===== src/rtl/fetch_pkg.sv =====
// Shared widths, PC increment and the instruction-buffer entry layout for the fetch stage.
package fetch_pkg;

  localparam int INSTR_W = 32;
  localparam int ADDR_W  = 32;
  localparam logic [ADDR_W-1:0] PC_INC = 32'd4;

  typedef struct packed {
    logic [INSTR_W-1:0] instr;
    logic [ADDR_W-1:0]  pc_plus4;
  } fetch_entry_t;

  // Branch targets are word addresses; any stray low bits are dropped.
  function automatic logic [ADDR_W-1:0] align_word(input logic [ADDR_W-1:0] a);
    return {a[ADDR_W-1:2], 2'b00};
  endfunction

endpackage


===== src/rtl/fetch_fifo.sv =====
// Synchronous instruction buffer: registered write, head visible the cycle after the push.
// Flush beats push; the head output holds its last presented value while empty.
module fetch_fifo
  import fetch_pkg::*;
#(
  parameter  int DEPTH = 2,
  localparam int AW    = $clog2(DEPTH),
  localparam int CW    = $clog2(DEPTH + 1)
) (
  input  logic         clk,
  input  logic         rst,
  input  logic         i_push,
  input  fetch_entry_t i_push_dat,
  input  logic         i_pop,
  input  logic         i_flush,
  output logic         o_vld,
  output logic [CW-1:0] o_count,
  output fetch_entry_t o_head
);

  fetch_entry_t  r_mem [DEPTH];
  fetch_entry_t  r_last;
  logic [AW-1:0] r_wr_ptr;
  logic [AW-1:0] r_rd_ptr;
  logic [CW-1:0] r_count;
  logic          w_pop;

  assign o_vld   = (r_count != '0);
  assign o_count = r_count;
  assign w_pop   = i_pop & o_vld;
  assign o_head  = o_vld ? r_mem[r_rd_ptr] : r_last;

  always_ff @(posedge clk) begin
    if (rst) begin
      r_wr_ptr <= '0;
      r_rd_ptr <= '0;
      r_count  <= '0;
      r_last   <= '0;
      for (int i = 0; i < DEPTH; i++) r_mem[i] <= '0;
    end else begin
      // Remember what decode last saw so an empty buffer does not expose stale slots.
      if (o_vld) r_last <= r_mem[r_rd_ptr];
      if (i_flush) begin
        r_wr_ptr <= '0;
        r_rd_ptr <= '0;
        r_count  <= '0;
      end else begin
        if (i_push) begin
          r_mem[r_wr_ptr] <= i_push_dat;
          r_wr_ptr        <= r_wr_ptr + 1'b1;
        end
        if (w_pop) r_rd_ptr <= r_rd_ptr + 1'b1;
        r_count <= r_count + CW'(i_push) - CW'(w_pop);
      end
    end
  end

endmodule


===== src/rtl/fetch_stage.sv =====
// PC owner and fetch issue to a 1-cycle imem; issue-to-id_valid is 2 cycles, redirect-to-target 3.
// Issue stalls once buffered plus in-flight instructions would exceed DEPTH, so nothing is lost.
module fetch_stage
  import fetch_pkg::*;
#(
  parameter logic [ADDR_W-1:0] RESET_PC = 32'h0000_0000,
  parameter int                DEPTH    = 2
) (
  input  logic               clk,
  input  logic               rst,
  input  logic               redirect_valid,
  input  logic [ADDR_W-1:0]  redirect_pc,
  output logic               imem_req,
  output logic [ADDR_W-1:0]  imem_addr,
  input  logic [INSTR_W-1:0] imem_rdata,
  output logic               id_valid,
  input  logic               id_ready,
  output logic [INSTR_W-1:0] id_instr,
  output logic [ADDR_W-1:0]  id_pc_plus4
);

  localparam int CW = $clog2(DEPTH + 1);

  logic [ADDR_W-1:0] r_pc;
  logic [ADDR_W-1:0] r_req_pc;
  logic              r_inflight;
  logic              r_kill;

  logic              w_pop;
  logic              w_push;
  logic [CW-1:0]     w_count;
  logic [CW:0]       w_occ;
  fetch_entry_t      w_push_dat;
  fetch_entry_t      w_head;

  assign w_pop = id_valid & id_ready;

  // Occupancy after this cycle's pop, counting the response already on its way.
  assign w_occ    = {1'b0, w_count} + (CW+1)'(r_inflight) - (CW+1)'(w_pop);
  assign imem_req = !rst && !redirect_valid && (w_occ < (CW+1)'(DEPTH));
  assign imem_addr = r_pc;

  assign w_push = r_inflight && !r_kill && !redirect_valid && !rst;

  always_comb begin
    w_push_dat          = '0;
    w_push_dat.instr    = imem_rdata;
    w_push_dat.pc_plus4 = r_req_pc + PC_INC;
  end

  always_ff @(posedge clk) begin
    if (rst) begin
      r_pc       <= RESET_PC;
      r_req_pc   <= '0;
      r_inflight <= 1'b0;
      r_kill     <= 1'b0;
    end else begin
      r_inflight <= imem_req;
      r_kill     <= redirect_valid & r_inflight;
      if (redirect_valid) begin
        r_pc <= align_word(redirect_pc);
      end else if (imem_req) begin
        r_pc     <= r_pc + PC_INC;
        r_req_pc <= r_pc;
      end
    end
  end

  fetch_fifo #(
    .DEPTH (DEPTH)
  ) u_fifo (
    .clk        (clk),
    .rst        (rst),
    .i_push     (w_push),
    .i_push_dat (w_push_dat),
    .i_pop      (w_pop),
    .i_flush    (redirect_valid),
    .o_vld      (id_valid),
    .o_count    (w_count),
    .o_head     (w_head)
  );

  assign id_instr    = w_head.instr;
  assign id_pc_plus4 = w_head.pc_plus4;

endmodule

===== config.mk =====
export PLATFORM = sky130hd
export DESIGN_NAME = fetch_stage
export DESIGN_NICKNAME = d
export VERILOG_FILES = /design/src/rtl/fetch_pkg.sv /design/src/rtl/fetch_fifo.sv /design/src/rtl/fetch_stage.sv
export SDC_FILE = /design/constraint.sdc
export NUM_CORES = 1
export LEC_CHECK = 0
export CORE_MARGIN = 5
export CORE_UTILIZATION = 40
export DETAILED_ROUTE_END_ITERATION = 8
export SLEW_MARGIN = 40
export SYNTH_ARGS = -nofsm -noshare
export SYNTH_HDL_FRONTEND = slang
export SYNTH_SLANG_ARGS = --single-unit
export TNS_END_PERCENT = 50

===== constraint.sdc =====
create_clock -name clk -period 7.3 [get_ports clk]
set_input_delay 1.095 -clock clk [delete_from_list [all_inputs] [get_ports clk]]
set_output_delay 1.095 -clock clk [all_outputs]
set_load 0.05 [all_outputs]

==> flow_summary_export.csv, run 1 <==
group,metric,value,unit
drt,vias_per_cell,4.99,
placement,place_congestion,0.862,
floorplanning,dieArea,31200,um^2
drt,firstDrtPassIters,5,
sta,finalSetupViolCount,0,
cells_and_area,fin_nets,1304,
logic_synthesis,synth_top_flop_cell,"dfxtp_1",
cells_and_area,fin_util,50.5,%
logic_synthesis,ys_seq_elements,255,
sta,drv_slew,0,
logic_synthesis,synthTopCellsByCount,"nand2_1 (169), dfxtp_1 (131), edfxtp_1 (124)",
sta,min_period,4670,ps
min_path,min-delay-start,"r_req_pc[31]$_SDFFE_PP0P_",
flow_run,maxCapViolCount,0,
cells_and_area,syn_to_final_growth,25.7,%
logic_synthesis,synth_area,11100,um^2
global_route,antenna_found_initial,0,
clock_tree,cts_tree,"done",
floorplanning,dieWidth,177,um
placement,dpl_cell_area,13000,um^2
logic_synthesis,yosys.area.top_type,"edfxtp_1",
clock_tree,cts.repair.resized,0,
worst_setup_path,start_kind,"primary input",
sta,hold_violations,0,
logic_synthesis,synth.most_common_cell,"nand2_1",
sta,setup_ws,2630,ps
logic_synthesis,synth_edf_count,124,
cells_and_area,drive_above_1_share,6.07,%
logic_synthesis,synthTopCellsByArea,"edfxtp_1 (34%), dfxtp_1 (24%), and2_1 (6.0%)",
cells_and_area,design_area,14000,um^2
min_path,hold_class,"flip-flop to flip-flop",
global_route,grt_use_total,16.8,%
logic_synthesis,ys_seq_area_share,57.1,%
floorplanning,coreArea,27600,um^2
sta,clock_skew,18.9,ps
clock_tree,cts_setup_buffers,0,
worst_setup_path,cp.arrival,3570,ps
cells_and_area,layoutNonFillerInstCount,1630,
placement,hpwlAfterDp,16.9,mm
placement,placed_cells,1578,
cells_and_area,nFillCells,2599,
power,vdd_drop_max,0.000192,V
run_status,outcome,"complete, no violations",
drt,drc,0,
sta,rsz0062_at_grt,"false",
logic_synthesis,ys_async_sr_fraction,0,%
global_route,grt_max_degree,125,
drt,drt-total-wl,26.6,mm
floorplanning,die_y,177,um
cells_and_area,antenna_cells,0,
sta,worst_pin_slew,829,ps
clock_tree,cts-buffers-inserted,28,
worst_setup_path,crit_fanout,3,
logic_synthesis,ys_types,54,
drt,initialDrtViolationCount,543,
worst_setup_path,critPathRequiredTime,6200,ps
global_route,grt-ovfl-total,0,
floorplanning,row_count,61,
sta,fin_setup_tns,0,ps
logic_synthesis,ys_warn_count,0,
drt,vias,8128,
floorplanning,io_pins,166,
clock_tree,cts_sinks,255,
placement,port_buffers,161,
drt,wl_per_cell,16.3,um
worst_setup_path,crit-reg2reg-launch,"u_fifo.o_count[1]$_SDFF_PP0_",
worst_setup_path,crit_type,"primary input to primary output",
clock_tree,ctsHtreeMaxLevel,1,
clock_tree,cts_buffer_depth,3,
clock_tree,hold_buffers,0,
drt,antenna_left,0,
global_route,grt_pass1_wl,42.7,mm
clock_tree,clk_pin_slew,50,ps
clock_tree,clock_latency,530,ps
power,leakage,4.87,nW
logic_synthesis,syn_area_per_cell,10.1,um^2
logic_synthesis,synth_top_area_share,33.5,%
global_route,grt_pass1_vias,7949,
sta,clock.fmax,214,MHz
placement,pre_cts_ws,2560,ps
floorplanning,start_util,40.2,%
clock_tree,cts_root_buf,"clkbuf_16",
power,p_per_area,233,nW/um^2
sta,slew_headroom,44.7,%
logic_synthesis,synthCells,1096,
worst_setup_path,startpoint,"id_ready",
worst_setup_path,end_kind,"primary output",
sta,finalCritPeriodShare,63.9,%
state kept, by name, summed over array words and instances (netlist names), 2 cells and up, named ones only:
register,cells
imem_addr,30
r_req_pc,30
u_fifo.r_last,64
u_fifo.o_count,2
u_fifo.r_mem,124
cell usage in the layout, fill, tap and decap left out, drive strengths merged, types with 4 or more instances in the layout:
cell type / synthesis / layout
a21oi: 46 / 46
edfxtp: 124 / 124
clkdlybuf4s50: 0 / 159
mux2i: 62 / 62
clkbuf: 55 / 34
xor2: 13 / 13
clkinvlp: 0 / 4
a32oi: 4 / 4
inv: 12 / 13
buf: 18 / 17
o211ai: 5 / 5
nand3: 21 / 21
nor4: 6 / 6
and3: 50 / 50
clkinv: 1 / 11
nand2b: 4 / 4
o21ai: 71 / 71
a31oi: 13 / 13
or3: 6 / 6
ha: 5 / 5
nand4: 18 / 18
dfxtp: 131 / 131
and4: 8 / 8
nor2: 77 / 77
and2: 107 / 107
nor3: 9 / 9
or4: 6 / 6
nand2: 169 / 169
xnor2: 25 / 25
per-stage QoR:
step	hold slack, ps	power [mW]
5_1_grt	488	3.38
4_1_cts	472	3.29
3_5_place_dp	459	1.88
6_report	473	3.25
3_3_place_gp	460	1.88
2_1_floorplan	444	1.76
cell type report:
cell class                      count  area [um^2]  share of cell area [%]
Clock buffer                       34          744                    5.33
Multi-Input combinational cell    756         4430                    31.8
Inverter                           13         48.8                   0.350
Timing Repair Buffer              176         1730                    12.4
Clock inverter                     18          176                    1.26
Tap cell                          378          473                    3.39
Sequential cell                   255         6350                    45.5
report_power, final:
group / switching (mW) / internal, mW
sequential: 0.0351 / 1.55
clock: 0.567 / 0.833
combinational: 0.169 / 0.0982
total: 0.771 / 2.48
final timing paths:
check / endpoint / slack (ps) / cells past startpoint
worst min register to register: r_req_pc[31]$_SDFFE_PP0P_ / 470 / 2
worst min-delay path: r_req_pc[31]$_SDFFE_PP0P_ / 470 / 2
worst max-delay path: imem_req / 2630 / 9
worst max register to register: imem_addr[16]$_SDFFE_PP0P_ / 3390 / 13
worst max-delay path, cell delays in order:
cell             delay [ps]
clkdlybuf4s50_1         500
and2_1                  240
ha_1                    260
nand2b_1                150
fa_1                    540
nor3b_1                 330
nand2_1                 160
clkinv_1                100
buf_4                   200
metal layers:
| metal | share of wire (%) | GRT usage, % | wire [um] |
|---|---|---|---|
| met1 | 46 | 23.3 | 12300 |
| met2 | 46 | 27.6 | 12100 |
| met3 | 6.6 | 3.20 | 1750 |
| met4 | 1.5 | 3.80 | 390 |
| met5 | 0 | 0 | 0 |
kinds of logic (layout without fill, tap and decap cells):
kind of cell / Yosys count / after routing / synth area share (%)
other cells: 1 / 2 / 0.0338
xor+xnor: 38 / 38 / 3.00
fa+ha+maj: 6 / 6 / 0.744
flops: 255 / 255 / 57.1
mux: 65 / 65 / 5.89
compound gates: 157 / 157 / 7.94
buf+inv: 86 / 241 / 3.17
simple gates: 488 / 488 / 22.1
No activity file was read; power rests on OpenSTA's default activity.
==> run 2, diff against run 1 <==
==> constraint.sdc (replaced) <==
create_clock -name clk -period 4.1 [get_ports clk]
set_input_delay 0.615 -clock clk [delete_from_list [all_inputs] [get_ports clk]]
set_output_delay 0.615 -clock clk [all_outputs]
set_load 0.05 [all_outputs]
==> flow_summary_export.csv, run 2 (synthesis gave the netlist of run 1 again) <==
group,metric,value,unit
run_status,outcome,"complete, no violations",
clock_tree,cts_buffer_depth,3,
clock_tree,cts_root_buf,"clkbuf_16",
drt,wl_per_cell,16.1,um
placement,pre_cts_ws,195,ps
placement,place_congestion,0.830,
worst_setup_path,crit_cells,10,
floorplanning,row_count,61,
sta,min_period,3740,ps
drt,vias_per_cell,4.97,
sta,hold_violations,0,
global_route,grt_max_degree,129,
global_route,grt-ovfl-total,0,
sta,slew_headroom,51.7,%
clock_tree,clock_latency,530,ps
cells_and_area,top_register,"u_fifo.r_mem",
floorplanning,dieArea,31200,um^2
floorplanning,die_y,177,um
floorplanning,coreArea,27600,um^2
power,vdd_drop_max,0.000253,V
cells_and_area,mostFrequentLayoutCell,"nand2_1",
worst_setup_path,path_delay_family,"simple AND/OR/NAND/NOR gates",
worst_setup_path,slowest_stage,"fa_1",
worst_setup_path,worst_r2r_endpoint,"imem_addr[16]$_SDFFE_PP0P_",
sta,setup_ws,364,ps
cells_and_area,fin_nets,1313,
clock_tree,cts_sinks,255,
worst_setup_path,cp.arrival,3120,ps
worst_setup_path,crit_buf_inv,3,
global_route,grt_use_total,16.6,%
global_route,grt_pass1_wl,42.6,mm
worst_setup_path,start_kind,"flip-flop",
worst_setup_path,end_kind,"primary output",
placement,hpwlAfterDp,17.3,mm
floorplanning,io_pins,166,
sta,fin_setup_tns,0,ps
placement,port_buffers,161,
worst_setup_path,critPathRequiredTime,3480,ps
worst_setup_path,startpoint,"u_fifo.o_count[1]$_SDFF_PP0_",
cells_and_area,largest_reg_flops,124,
global_route,antenna_found_initial,0,
clock_tree,ctsHtreeMaxLevel,1,
power,p_per_area,421,nW/um^2
sta,rsz0062_at_grt,"false",
floorplanning,dieWidth,177,um
worst_setup_path,cpPeakStageDelay,530,ps
clock_tree,cts-buffers-inserted,29,
drt,firstDrtPassIters,5,
worst_setup_path,crit_end,"imem_req",
cells_and_area,mostFrequentLayoutCells,"nand2_1 (167), clkdlybuf4s50_1 (159), dfxtp_1 (130)",
sta,drv_slew,0,
flow_run,maxCapViolCount,0,
clock_tree,cts_tree,"done",
worst_setup_path,crit_fanout,4,
sta,finalCritPeriodShare,91.1,%
cells_and_area,antenna_cells,0,
worst_setup_path,crit-reg2reg-launch,"u_fifo.o_count[1]$_SDFF_PP0_",
min_path,hold_class,"flip-flop to flip-flop",
clock_tree,clk_pin_slew,60,ps
worst_setup_path,ff2ff_path_depth,13,
cells_and_area,syn_to_final_growth,27.4,%
sta,clock.fmax,268,MHz
worst_setup_path,crit_chain,"nor2_4 > inv_1 > and2_1 > ha_1 > nand2b_1 > fa_1 > nor3b_1 > nand2_1 > clkinv_1 > buf_4",
drt,antenna_left,0,
clock_tree,cts.repair.resized,0,
sta,worst_pin_slew,724,ps
clock_tree,hold_buffers,0,
floorplanning,start_util,40.2,%
sta,clock_skew,8.76,ps
drt,initialDrtViolationCount,627,
sta,finalSetupViolCount,0,
worst_setup_path,crit_type,"flip-flop to primary output",
drt,vias,8144,
global_route,grt_pass1_vias,8002,
cells_and_area,drive_above_1_share,6.90,%
worst_setup_path,rrSetupSlack,680,ps
cells_and_area,reg_top3,"u_fifo.r_mem: 124 flops, u_fifo.r_last: 64 flops",
drt,drt-total-wl,26.3,mm
cells_and_area,fin_util,51.2,%
power,leakage,4.98,nW
clock_tree,cts_setup_buffers,0,
drt,drc,0,
-- run 2: changes by cell type in the layout (fill, tap and decap cells not counted) --
cell	delta
clkinvlp_4	-4
buf_4	+4
clkinv_1	-3
inv_6	-1
clkbuf_1	+1
bufinv_16	+1
clkbuf_8	+8
buf_6	-1
buf_12	+4
-- run 2: routing by layer --
layer | global-route usage [%] | share of wire (%)
met1 | 23.6 | 46
met2 | 27.0 | 46
met5 | 0 | 0
met4 | 3.45 | 1.6
met3 | 2.99 | 6.2
-- run 2: how the worst min path moves through the flow --
stage                                            from                     endpoint  slack [ps]  cells after the start
after floorplan           u_fifo.r_last[0]$_SDFF_PP0_  u_fifo.r_last[0]$_SDFF_PP0_         440                      1
after detailed placement  u_fifo.r_last[1]$_SDFF_PP0_  u_fifo.r_last[1]$_SDFF_PP0_         470                      1
after CTS                   r_req_pc[31]$_SDFFE_PP0P_    r_req_pc[31]$_SDFFE_PP0P_         480                      2
after global placement    u_fifo.r_last[0]$_SDFF_PP0_  u_fifo.r_last[0]$_SDFF_PP0_         460                      1
final                       r_req_pc[31]$_SDFFE_PP0P_    r_req_pc[31]$_SDFFE_PP0P_         470                      2
after global routing        r_req_pc[17]$_SDFFE_PP0P_    r_req_pc[17]$_SDFFE_PP0P_         500                      2
-- run 2: metrics by stage --
step           hold WS, ps  instance area (um^2)  std cells  power [mW]
2_1_floorplan          444                 11100       1097        3.14
3_3_place_gp           458                 13100       1586        3.35
3_5_place_dp           467                 13100       1586        3.36
4_1_cts                476                 14100       1639        6.03
5_1_grt                496                 14200       1639        6.19
6_report               471                 14200       1639        5.96
-- run 2: where the power goes --
part	internal [mW]	total, mW	switching [mW]
clock	1.67	2.66	0.989
sequential	2.75	2.82	0.0628
combinational	0.182	0.483	0.301
total	4.61	5.96	1.35
-- run 2: cell type report --
| type | count | area (um^2) |
|---|---|---|
| clock buffer | 42 | 845 |
| clock inverter | 11 | 156 |
| fill | 2531 | 13500 |
| inverter | 13 | 48.8 |
| multi-input combinational | 756 | 4430 |
| sequential | 255 | 6350 |
| tap | 378 | 473 |
| timing repair buffer | 184 | 1850 |
-- run 2: worst reg2reg max path, cell delays in order (launching register included) --
cell and delay, ps:
dfxtp_1 490, nor2_4 70, inv_1 70, and2_1 210
ha_1 250, nand2b_1 150, fa_1 530, nor3b_1 320
nand2_1 180, clkinv_1 110, buf_4 170, nand3_1 190
or3_2 460, a31oi_1 160
